==> src/rtl/enigma_pkg.sv <==
// Shared types, wiring tables and mod-26 helpers for the Enigma rotor slice.
// Letters are 5-bit indices (0 = A) or 26-bit one-hot buses (bit 0 = A).
// Tables hold rotors I, II and III; the inverse tables serve the return path.
package enigma_pkg;

  localparam int unsigned LETTERS = 26;
  localparam int unsigned LW      = 5;

  typedef logic [LW-1:0]      letter_t;
  typedef logic [LETTERS-1:0] onehot_t;

  typedef enum logic {
    DIR_FWD = 1'b0,
    DIR_BWD = 1'b1
  } dir_e;

  localparam letter_t NOTCH_I   = 5'd16;  // Q
  localparam letter_t NOTCH_II  = 5'd4;   // E
  localparam letter_t NOTCH_III = 5'd21;  // V

  // EKMFLGDQVZNTOWYHXUSPAIBRCJ
  localparam letter_t WIRE_I_FWD [LETTERS] = '{
    5'd4,  5'd10, 5'd12, 5'd5,  5'd11, 5'd6,  5'd3,  5'd16, 5'd21, 5'd25,
    5'd13, 5'd19, 5'd14, 5'd22, 5'd24, 5'd7,  5'd23, 5'd20, 5'd18, 5'd15,
    5'd0,  5'd8,  5'd1,  5'd17, 5'd2,  5'd9};
  localparam letter_t WIRE_I_INV [LETTERS] = '{
    5'd20, 5'd22, 5'd24, 5'd6,  5'd0,  5'd3,  5'd5,  5'd15, 5'd21, 5'd25,
    5'd1,  5'd4,  5'd2,  5'd10, 5'd12, 5'd19, 5'd7,  5'd23, 5'd18, 5'd11,
    5'd17, 5'd8,  5'd13, 5'd16, 5'd14, 5'd9};

  // AJDKSIRUXBLHWTMCQGZNPYFVOE
  localparam letter_t WIRE_II_FWD [LETTERS] = '{
    5'd0,  5'd9,  5'd3,  5'd10, 5'd18, 5'd8,  5'd17, 5'd20, 5'd23, 5'd1,
    5'd11, 5'd7,  5'd22, 5'd19, 5'd12, 5'd2,  5'd16, 5'd6,  5'd25, 5'd13,
    5'd15, 5'd24, 5'd5,  5'd21, 5'd14, 5'd4};
  localparam letter_t WIRE_II_INV [LETTERS] = '{
    5'd0,  5'd9,  5'd15, 5'd2,  5'd25, 5'd22, 5'd17, 5'd11, 5'd5,  5'd1,
    5'd3,  5'd10, 5'd14, 5'd19, 5'd24, 5'd20, 5'd16, 5'd6,  5'd4,  5'd13,
    5'd7,  5'd23, 5'd12, 5'd8,  5'd21, 5'd18};

  // BDFHJLCPRTXVZNYEQGIKWUMOAS
  localparam letter_t WIRE_III_FWD [LETTERS] = '{
    5'd1,  5'd3,  5'd5,  5'd7,  5'd9,  5'd11, 5'd2,  5'd15, 5'd17, 5'd19,
    5'd23, 5'd21, 5'd25, 5'd13, 5'd24, 5'd4,  5'd16, 5'd6,  5'd8,  5'd10,
    5'd22, 5'd20, 5'd12, 5'd14, 5'd0,  5'd18};
  localparam letter_t WIRE_III_INV [LETTERS] = '{
    5'd24, 5'd0,  5'd6,  5'd1,  5'd15, 5'd2,  5'd17, 5'd3,  5'd18, 5'd4,
    5'd19, 5'd5,  5'd22, 5'd13, 5'd23, 5'd7,  5'd16, 5'd8,  5'd25, 5'd9,
    5'd21, 5'd11, 5'd20, 5'd10, 5'd14, 5'd12};

  function automatic letter_t notch_of(int unsigned id);
    case (id)
      2:       return NOTCH_II;
      3:       return NOTCH_III;
      default: return NOTCH_I;
    endcase
  endfunction

  // Wiring lookup; e must already be reduced to 0..25.
  function automatic letter_t wire_lookup(int unsigned id, dir_e dir, letter_t e);
    case (id)
      2:       return (dir == DIR_BWD) ? WIRE_II_INV[e]  : WIRE_II_FWD[e];
      3:       return (dir == DIR_BWD) ? WIRE_III_INV[e] : WIRE_III_FWD[e];
      default: return (dir == DIR_BWD) ? WIRE_I_INV[e]   : WIRE_I_FWD[e];
    endcase
  endfunction

  // Compare-and-correct modular add; both operands are 0..25.
  function automatic letter_t mod26_add(letter_t a, letter_t b);
    logic [LW:0] s;
    s = {1'b0, a} + {1'b0, b};
    if (s >= 6'(LETTERS)) s = s - 6'(LETTERS);
    return s[LW-1:0];
  endfunction

  // Compare-and-correct modular subtract; both operands are 0..25.
  function automatic letter_t mod26_sub(letter_t a, letter_t b);
    logic [LW:0] d;
    d = {1'b0, a} - {1'b0, b};
    if (a < b) d = d + 6'(LETTERS);
    return d[LW-1:0];
  endfunction

endpackage

==> src/rtl/rotor_map.sv <==
// Combinational rotor substitution for one direction.
// Ports: i_letter (one-hot in), i_pos (rotor position), i_dir (forward/inverse),
//        o_letter_c (one-hot out, 0 when input is not one-hot),
//        o_valid_onehot_c (input had exactly one bit set).
module rotor_map
  import enigma_pkg::*;
#(
  parameter int unsigned ROTOR_ID = 1
) (
  input  logic [25:0] i_letter,
  input  logic [4:0]  i_pos,
  input  logic        i_dir,
  output logic [25:0] o_letter_c,
  output logic        o_valid_onehot_c
);

  letter_t w_idx;
  letter_t w_entry;
  letter_t w_wired;
  letter_t w_result;
  logic    w_onehot;

  // Exactly one bit set: nonzero and clearing the lowest set bit leaves nothing.
  assign w_onehot = (i_letter != '0) && ((i_letter & (i_letter - 26'd1)) == '0);

  // Index of the set bit (only meaningful when w_onehot).
  always_comb begin
    w_idx = '0;
    for (int i = 0; i < int'(LETTERS); i++) begin
      if (i_letter[i]) w_idx = letter_t'(i);
    end
  end

  // Rotor offset enters on the contact side and is removed on the exit side.
  assign w_entry  = mod26_add(w_idx, i_pos);
  assign w_wired  = wire_lookup(ROTOR_ID, dir_e'(i_dir), w_entry);
  assign w_result = mod26_sub(w_wired, i_pos);

  assign o_letter_c       = w_onehot ? (onehot_t'(26'd1) << w_result) : '0;
  assign o_valid_onehot_c = w_onehot;

endmodule

==> src/rtl/rotor_stage.sv <==
// One Enigma rotor slice: stepping position counter plus registered forward
// (keyboard -> reflector) and backward (reflector -> lampboard) paths, latency 1.
// Ports: clk, reset (sync, active-high); load/init_pos set the position;
//        step_in/key step it; step_out carries to the next rotor; pos is the
//        position; fwd_*/bwd_* are the valid/one-hot letter paths; err is sticky.
// Optional macro ROTOR_DOUBLE_STEP_EN: also step when key=1 at the notch
// (middle-rotor double step); otherwise key is ignored.
module rotor_stage
  import enigma_pkg::*;
#(
  parameter int unsigned ROTOR_ID = 1
) (
  input  logic        clk,
  input  logic        reset,
  input  logic        load,
  input  logic [4:0]  init_pos,
  input  logic        step_in,
  input  logic        key,
  output logic        step_out,
  output logic [4:0]  pos,
  input  logic        fwd_valid_in,
  input  logic [25:0] fwd_in,
  output logic        fwd_valid_out,
  output logic [25:0] fwd_out,
  input  logic        bwd_valid_in,
  input  logic [25:0] bwd_in,
  output logic        bwd_valid_out,
  output logic [25:0] bwd_out,
  output logic        err
);

  localparam letter_t NOTCH    = notch_of(ROTOR_ID);
  localparam letter_t LAST_POS = letter_t'(LETTERS - 1);

  letter_t     r_pos;
  logic        r_step_out;
  logic        r_fwd_valid;
  logic [25:0] r_fwd_out;
  logic        r_bwd_valid;
  logic [25:0] r_bwd_out;
  logic        r_err;

  logic        w_at_notch;
  logic        w_step;
  logic [25:0] w_fwd_map;
  logic        w_fwd_ok;
  logic [25:0] w_bwd_map;
  logic        w_bwd_ok;

  assign w_at_notch = (r_pos == NOTCH);

`ifdef ROTOR_DOUBLE_STEP_EN
  // Key at the notch steps this rotor as well; coinciding with step_in is one step.
  assign w_step = step_in | (key & w_at_notch);
`else
  // key has no effect in this build; the masked term keeps the port referenced.
  assign w_step = step_in | (key & 1'b0);
`endif

  rotor_map #(.ROTOR_ID(ROTOR_ID)) u_fwd_map (
    .i_letter         (fwd_in),
    .i_pos            (r_pos),
    .i_dir            (DIR_FWD),
    .o_letter_c       (w_fwd_map),
    .o_valid_onehot_c (w_fwd_ok)
  );

  rotor_map #(.ROTOR_ID(ROTOR_ID)) u_bwd_map (
    .i_letter         (bwd_in),
    .i_pos            (r_pos),
    .i_dir            (DIR_BWD),
    .o_letter_c       (w_bwd_map),
    .o_valid_onehot_c (w_bwd_ok)
  );

  // Position, carry, data paths and sticky error. Data uses the pre-edge position.
  always_ff @(posedge clk) begin
    if (reset) begin
      r_pos       <= '0;
      r_step_out  <= 1'b0;
      r_fwd_valid <= 1'b0;
      r_fwd_out   <= '0;
      r_bwd_valid <= 1'b0;
      r_bwd_out   <= '0;
      r_err       <= 1'b0;
    end else begin
      if (load) begin
        r_step_out <= 1'b0;
        if (init_pos <= LAST_POS) begin
          r_pos <= init_pos;
        end else begin
          r_pos <= '0;
          r_err <= 1'b1;
        end
      end else if (w_step) begin
        r_step_out <= w_at_notch;
        r_pos      <= (r_pos == LAST_POS) ? '0 : r_pos + 5'd1;
      end else begin
        r_step_out <= 1'b0;
      end

      r_fwd_valid <= fwd_valid_in;
      if (fwd_valid_in) begin
        r_fwd_out <= w_fwd_map;
        if (!w_fwd_ok) r_err <= 1'b1;
      end

      r_bwd_valid <= bwd_valid_in;
      if (bwd_valid_in) begin
        r_bwd_out <= w_bwd_map;
        if (!w_bwd_ok) r_err <= 1'b1;
      end
    end
  end

  assign pos           = r_pos;
  assign step_out      = r_step_out;
  assign fwd_valid_out = r_fwd_valid;
  assign fwd_out       = r_fwd_out;
  assign bwd_valid_out = r_bwd_valid;
  assign bwd_out       = r_bwd_out;
  assign err           = r_err;

endmodule

==> config.mk <==
export PLATFORM = sky130hd
export DESIGN_NAME = rotor_stage
export DESIGN_NICKNAME = d
export VERILOG_FILES = /design/src/rtl/enigma_pkg.sv /design/src/rtl/rotor_map.sv /design/src/rtl/rotor_stage.sv
export SDC_FILE = /design/constraint.sdc
export NUM_CORES = 1
export LEC_CHECK = 0
export ABC_AREA = 1
export BUFFER_PORTS_ARGS = -buffer_cell sky130_fd_sc_hd__buf_4
export CORE_ASPECT_RATIO = 1.25
export CORE_MARGIN = 3
export CORE_UTILIZATION = 58
export DETAILED_ROUTE_END_ITERATION = 10
export PLACE_DENSITY = 0.87
export SYNTH_ARGS = -nofsm -noshare
export SYNTH_HDL_FRONTEND = slang
export SYNTH_HIERARCHICAL = 1
export SYNTH_SLANG_ARGS = --single-unit
==> constraint.sdc <==
create_clock -name clk -period 6.95 [get_ports clk]
set_input_delay 0.695 -clock clk [delete_from_list [all_inputs] [get_ports clk]]
set_output_delay 0.695 -clock clk [all_outputs]
set_load 0.03 [all_outputs]
==> qor.log <==
[status] result of the run completed
[placed_design] cell count after placement 1299
[placed_design] Final Wtd Congestion 0.943
[finish] post-synthesis to final-layout area growth 21.9%
[worst_setup_path] data arrival time of the worst path 6.68 ns
[worst_setup_path] endpoint of the worst-slack reg-to-reg timing path bwd_out[6]
[worst_setup_path] highest net fanout along the worst path 7
[grt] pin count of the biggest net entering global routing 51
[synth] Post-Synthesis Cell Area 6570 um^2
[power] Int Pwr 1.41 mW
[power] cell leakage power 3.96 nW
[sta] period utilisation layout 0.923
[placed_design] sum of net half-perimeters after detailed placement 12200 um
[worst_setup_path] slowest cell delay on critical path 0.36 ns
[floorplanning] number of top-level design ports 125
[sta] crit path time final 6.42 ns
[synth] number of enable-type register cells in the synthesized netlist 0
[sta] Slew headroom 0.542
[synth] library cells used by synthesis 51
[sta] worst-case clock skew 0.00400 ns
[routing] via count 7044
[synth] asr flop ratio synth 0
[floorplanning] total die area 12600 um^2
[synth] multiplexer share of the synthesized area 0
[finish] end-of-flow core utilization 0.740
[sta] Slew Limit Fails 0
[worst_setup_path] Critical-path top delay cell sky130_fd_sc_hd__fa_2
[worst_setup_path] most frequent CP cell sky130_fd_sc_hd__nand2_1
[synth] nets in the synthesized netlist 1167
[synth] flip-flop and latch count after synthesis 61
[floorplanning] initial standard-cell utilization of the core 0.607
[finish] post-route insts no fill 1321
[synth] commonest register cell after synthesis sky130_fd_sc_hd__dfxtp_1
[floorplanning] Chip Height 125 um
[worst_setup_path] kind of critical path in2reg
[cts] maximum buffer depth of the clock tree 2
[cts] H-tree levels 3
[power] sequential power share 0.136
[worst_setup_path] Critical Path End Type register
[grt] global-route total usage across every layer 0.252
[routing] drt wl/cell 12.3 um
[synth] XOR/XNOR Fraction of Synth Area 0.0326
[routing] detailed-route DRC error count 0
[placed_design] IO buf count 123
[power] Pwr per Cell Area 356 nW/um^2
[synth] Compound-Gate Fraction of Synth Area 0.182
[worst_setup_path] crit path to bwd_out[6]
[worst_setup_path] required time at the worst-slack endpoint 7.22 ns
[grt] initial antenna violation count 0
[placed_design] placed cell areas 7500 um^2
[cts] clock tree root driver cell sky130_fd_sc_hd__clkbuf_16
[power] Power Total 2.85 mW
[routing] Vias per Instance 5.33
[synth] count of warnings emitted by yosys 6
[finish] n_diodes 0
[finish] NumNets Final 1293
[worst_setup_path] flop2flop setup slack 1.57 ns
[power] power share of the clock group 0.169
[cts] count of hold buffers inserted by post-cts repair 0
[sta] number of hold violations in the final report 0
[routing] iteration-0 DRC count of the detailed router 464
[synth] main combinational cell family by area after synthesis simple AND/OR/NAND/NOR gates
[power] net switching share of the total power 0.507
[cts] clock tree from TritonCTS built
[finish] final design area excluding fillers 8010 um^2
[grt] global route total overflow 0
[floorplanning] Core Rows 42
[grt] via count of the first global-routing pass 6517
[power] combinational power share 0.695
[worst_setup_path] Startpoint Class primary input
[sta] Final setup violation count 0
[cts] worst-skew pair later-pin latency 0.33 ns
[cts] Worst-path clk slew 0.05 ns
[run] number of max-cap violations 0
[worst_setup_path] Reg-to-Reg Start pos[0]
[cts] number of buffers created by CTS 9
[power] VDD IR-drop max 0.253 mV
[synth] area share of and/or/nand/nor cells after synthesis 0.379
[synth] mean instance size in the synthesized netlist 6.21 um^2
[synth] post-synthesis adder-cell area fraction 0.0880
[floorplanning] Std-Cell Core Area 10800 um^2
[cts] clock tree sinks 61
[routing] number of nets still failing antenna checks after routing 0
[finish] fraction of layout cells with a size suffix above 1 0.262
[synth] Post-Syn Instances 1058
[sta] actual slew at the worst max-slew pin 0.688 ns
[sta] Total Neg Setup Slack 0 ns
[routing] first-pass iteration count of the detailed router 6
[synth] sequential-to-total area share from yosys stat 0.186
[power] sw power 1.45 mW
[worst_setup_path] cell depth of the worst flop-to-flop path 28
[worst_setup_path] Worst Setup SP bwd_in[2]
[worst_hold_path] min-delay worst type reg2reg
[routing] drt total wl 16300 um
[grt] wire length of the first global-routing pass 27300 um
[sta] Max Fclk 156 MHz
[floorplanning] width of the die 101 um
## registers in the layout, summed over array words and instances, names as in the netlist
name	flops
fwd_valid_out	1
err	1
bwd_valid_out	1
pos	5
fwd_out	26
bwd_out	26
step_out	1
## logic make-up after synthesis
kind of cell | count (synthesis)
and+or+nand+nor | 549
AOI/OAI and AO/OA | 191
buffers and inverters | 189
DFF | 61
adders and majority gates | 45
xor gates and xnor gates | 21
other | 2
## metal layers
metal,part of all wire,vias up,global-route usage
li1,-,3627,-
met1,0.41,3133,0.295
met2,0.51,248,0.460
met3,0.064,36,0.0357
met4,0.018,0,0.0814
met5,0,-,0
## power by group through the flow
stage / logic [mW] / registers (mW) / clock network [mW]
floorplan: 1.27 / 0.425 / 0
global placement: 1.66 / 0.395 / 0
detailed placement: 1.67 / 0.395 / 0
CTS: 1.69 / 0.389 / 0.486
global route: 2.21 / 0.391 / 0.499
finish: 1.98 / 0.388 / 0.481
## worst min-delay path by stage
stage,from,end,slack [ns],cells after the start
floorplan,bwd_out[0],bwd_out[0],0.63,2
global placement,fwd_out[11],fwd_out[11],0.47,2
detailed placement,fwd_out[14],fwd_out[14],0.47,2
CTS,fwd_out[14],fwd_out[14],0.49,2
global route,bwd_out[9],bwd_out[9],0.51,2
finish,fwd_out[14],fwd_out[14],0.49,2
## cells in the mapped netlist, types with 4 or more instances
cell type / instances / share of area
sky130_fd_sc_hd__o21ai_1: 15 / 0.011
sky130_fd_sc_hd__nand3_1: 47 / 0.036
sky130_fd_sc_hd__buf_4: 4 / 0.0046
sky130_fd_sc_hd__nand2_1: 220 / 0.13
sky130_fd_sc_hd__xor2_1: 12 / 0.016
sky130_fd_sc_hd__dfxtp_1: 61 / 0.19
sky130_fd_sc_hd__o31ai_1: 4 / 0.0046
sky130_fd_sc_hd__a31oi_1: 5 / 0.0048
sky130_fd_sc_hd__inv_2: 7 / 0.0040
sky130_fd_sc_hd__inv_1: 155 / 0.089
sky130_fd_sc_hd__nor2_4: 5 / 0.0086
sky130_fd_sc_hd__xor2_2: 4 / 0.0099
sky130_fd_sc_hd__o211ai_1: 6 / 0.0069
sky130_fd_sc_hd__or2_2: 5 / 0.0048
sky130_fd_sc_hd__buf_6: 7 / 0.012
sky130_fd_sc_hd__o21ai_0: 53 / 0.040
sky130_fd_sc_hd__nor2_1: 171 / 0.098
sky130_fd_sc_hd__nand2_2: 6 / 0.0057
sky130_fd_sc_hd__nand4_1: 14 / 0.013
sky130_fd_sc_hd__o22ai_1: 5 / 0.0048
sky130_fd_sc_hd__o21ai_2: 41 / 0.055
sky130_fd_sc_hd__xnor2_1: 5 / 0.0067
sky130_fd_sc_hd__ha_1: 43 / 0.082
sky130_fd_sc_hd__a21oi_1: 47 / 0.036
sky130_fd_sc_hd__buf_12: 4 / 0.012
sky130_fd_sc_hd__nor3_1: 13 / 0.0099
sky130_fd_sc_hd__buf_2: 8 / 0.0061
sky130_fd_sc_hd__nor2_2: 53 / 0.050
## per-stage QoR
step | hold slack, ns | worst slack [ns]
2_1_floorplan | 0.626 | 0.626
3_3_place_gp | 0.468 | 0.161
3_5_place_dp | 0.474 | 0.0760
4_1_cts | 0.490 | 0.361
5_1_grt | 0.509 | -0.0514
6_report | 0.489 | 0.532
## layout by cell type (no fill, tap or decap), types with 4 or more instances in the layout
master / synthesis / routed
sky130_fd_sc_hd__a21oi_1: 47 / 44
sky130_fd_sc_hd__a21oi_2: 3 / 6
sky130_fd_sc_hd__a31oi_1: 5 / 5
sky130_fd_sc_hd__buf_4: 4 / 140
sky130_fd_sc_hd__clkbuf_16: 0 / 9
sky130_fd_sc_hd__dfxtp_1: 61 / 61
sky130_fd_sc_hd__ha_1: 43 / 43
sky130_fd_sc_hd__inv_1: 155 / 153
sky130_fd_sc_hd__inv_2: 7 / 9
sky130_fd_sc_hd__nand2_1: 220 / 218
sky130_fd_sc_hd__nand2_2: 6 / 7
sky130_fd_sc_hd__nand3_1: 47 / 47
sky130_fd_sc_hd__nand4_1: 14 / 14
sky130_fd_sc_hd__nor2_1: 171 / 170
sky130_fd_sc_hd__nor2_2: 53 / 53
sky130_fd_sc_hd__nor2_4: 5 / 6
sky130_fd_sc_hd__nor3_1: 13 / 8
sky130_fd_sc_hd__nor3_2: 1 / 6
sky130_fd_sc_hd__o211ai_1: 6 / 6
sky130_fd_sc_hd__o21ai_0: 53 / 52
sky130_fd_sc_hd__o21ai_1: 15 / 15
sky130_fd_sc_hd__o21ai_2: 41 / 41
sky130_fd_sc_hd__o22ai_1: 5 / 5
sky130_fd_sc_hd__o31ai_1: 4 / 4
sky130_fd_sc_hd__or2_2: 5 / 5
sky130_fd_sc_hd__xnor2_1: 5 / 5
sky130_fd_sc_hd__xor2_1: 12 / 8
sky130_fd_sc_hd__xor2_2: 4 / 6
## cell type report
type,instances,area [um^2]
inverter,164,626
clock buffer,12,256
tap,132,165
timing repair buffer,140,1050
multi-input combinational,808,4620
fill,884,2820
clock inverter,4,70.1
sequential,61,1220
## worst max-delay path: cells and delay by family
kind / cells / cell delay, ns
AO/OA/AOI/OAI: 5 / 0.68
XOR/XNOR: 3 / 0.56
adder cells (fa/ha/maj): 4 / 1.12
buffers and inverters: 7 / 0.62
AND/OR/NAND/NOR: 36 / 2.97
## what timing repair did
| action | CTS | global route |
|---|---|---|
| buffers inserted | 0 | 6 |
| setup endpoints to repair | 0 | 52 |
| resized for setup | 0 | 27 |
(Power assumes the default switching activity.)
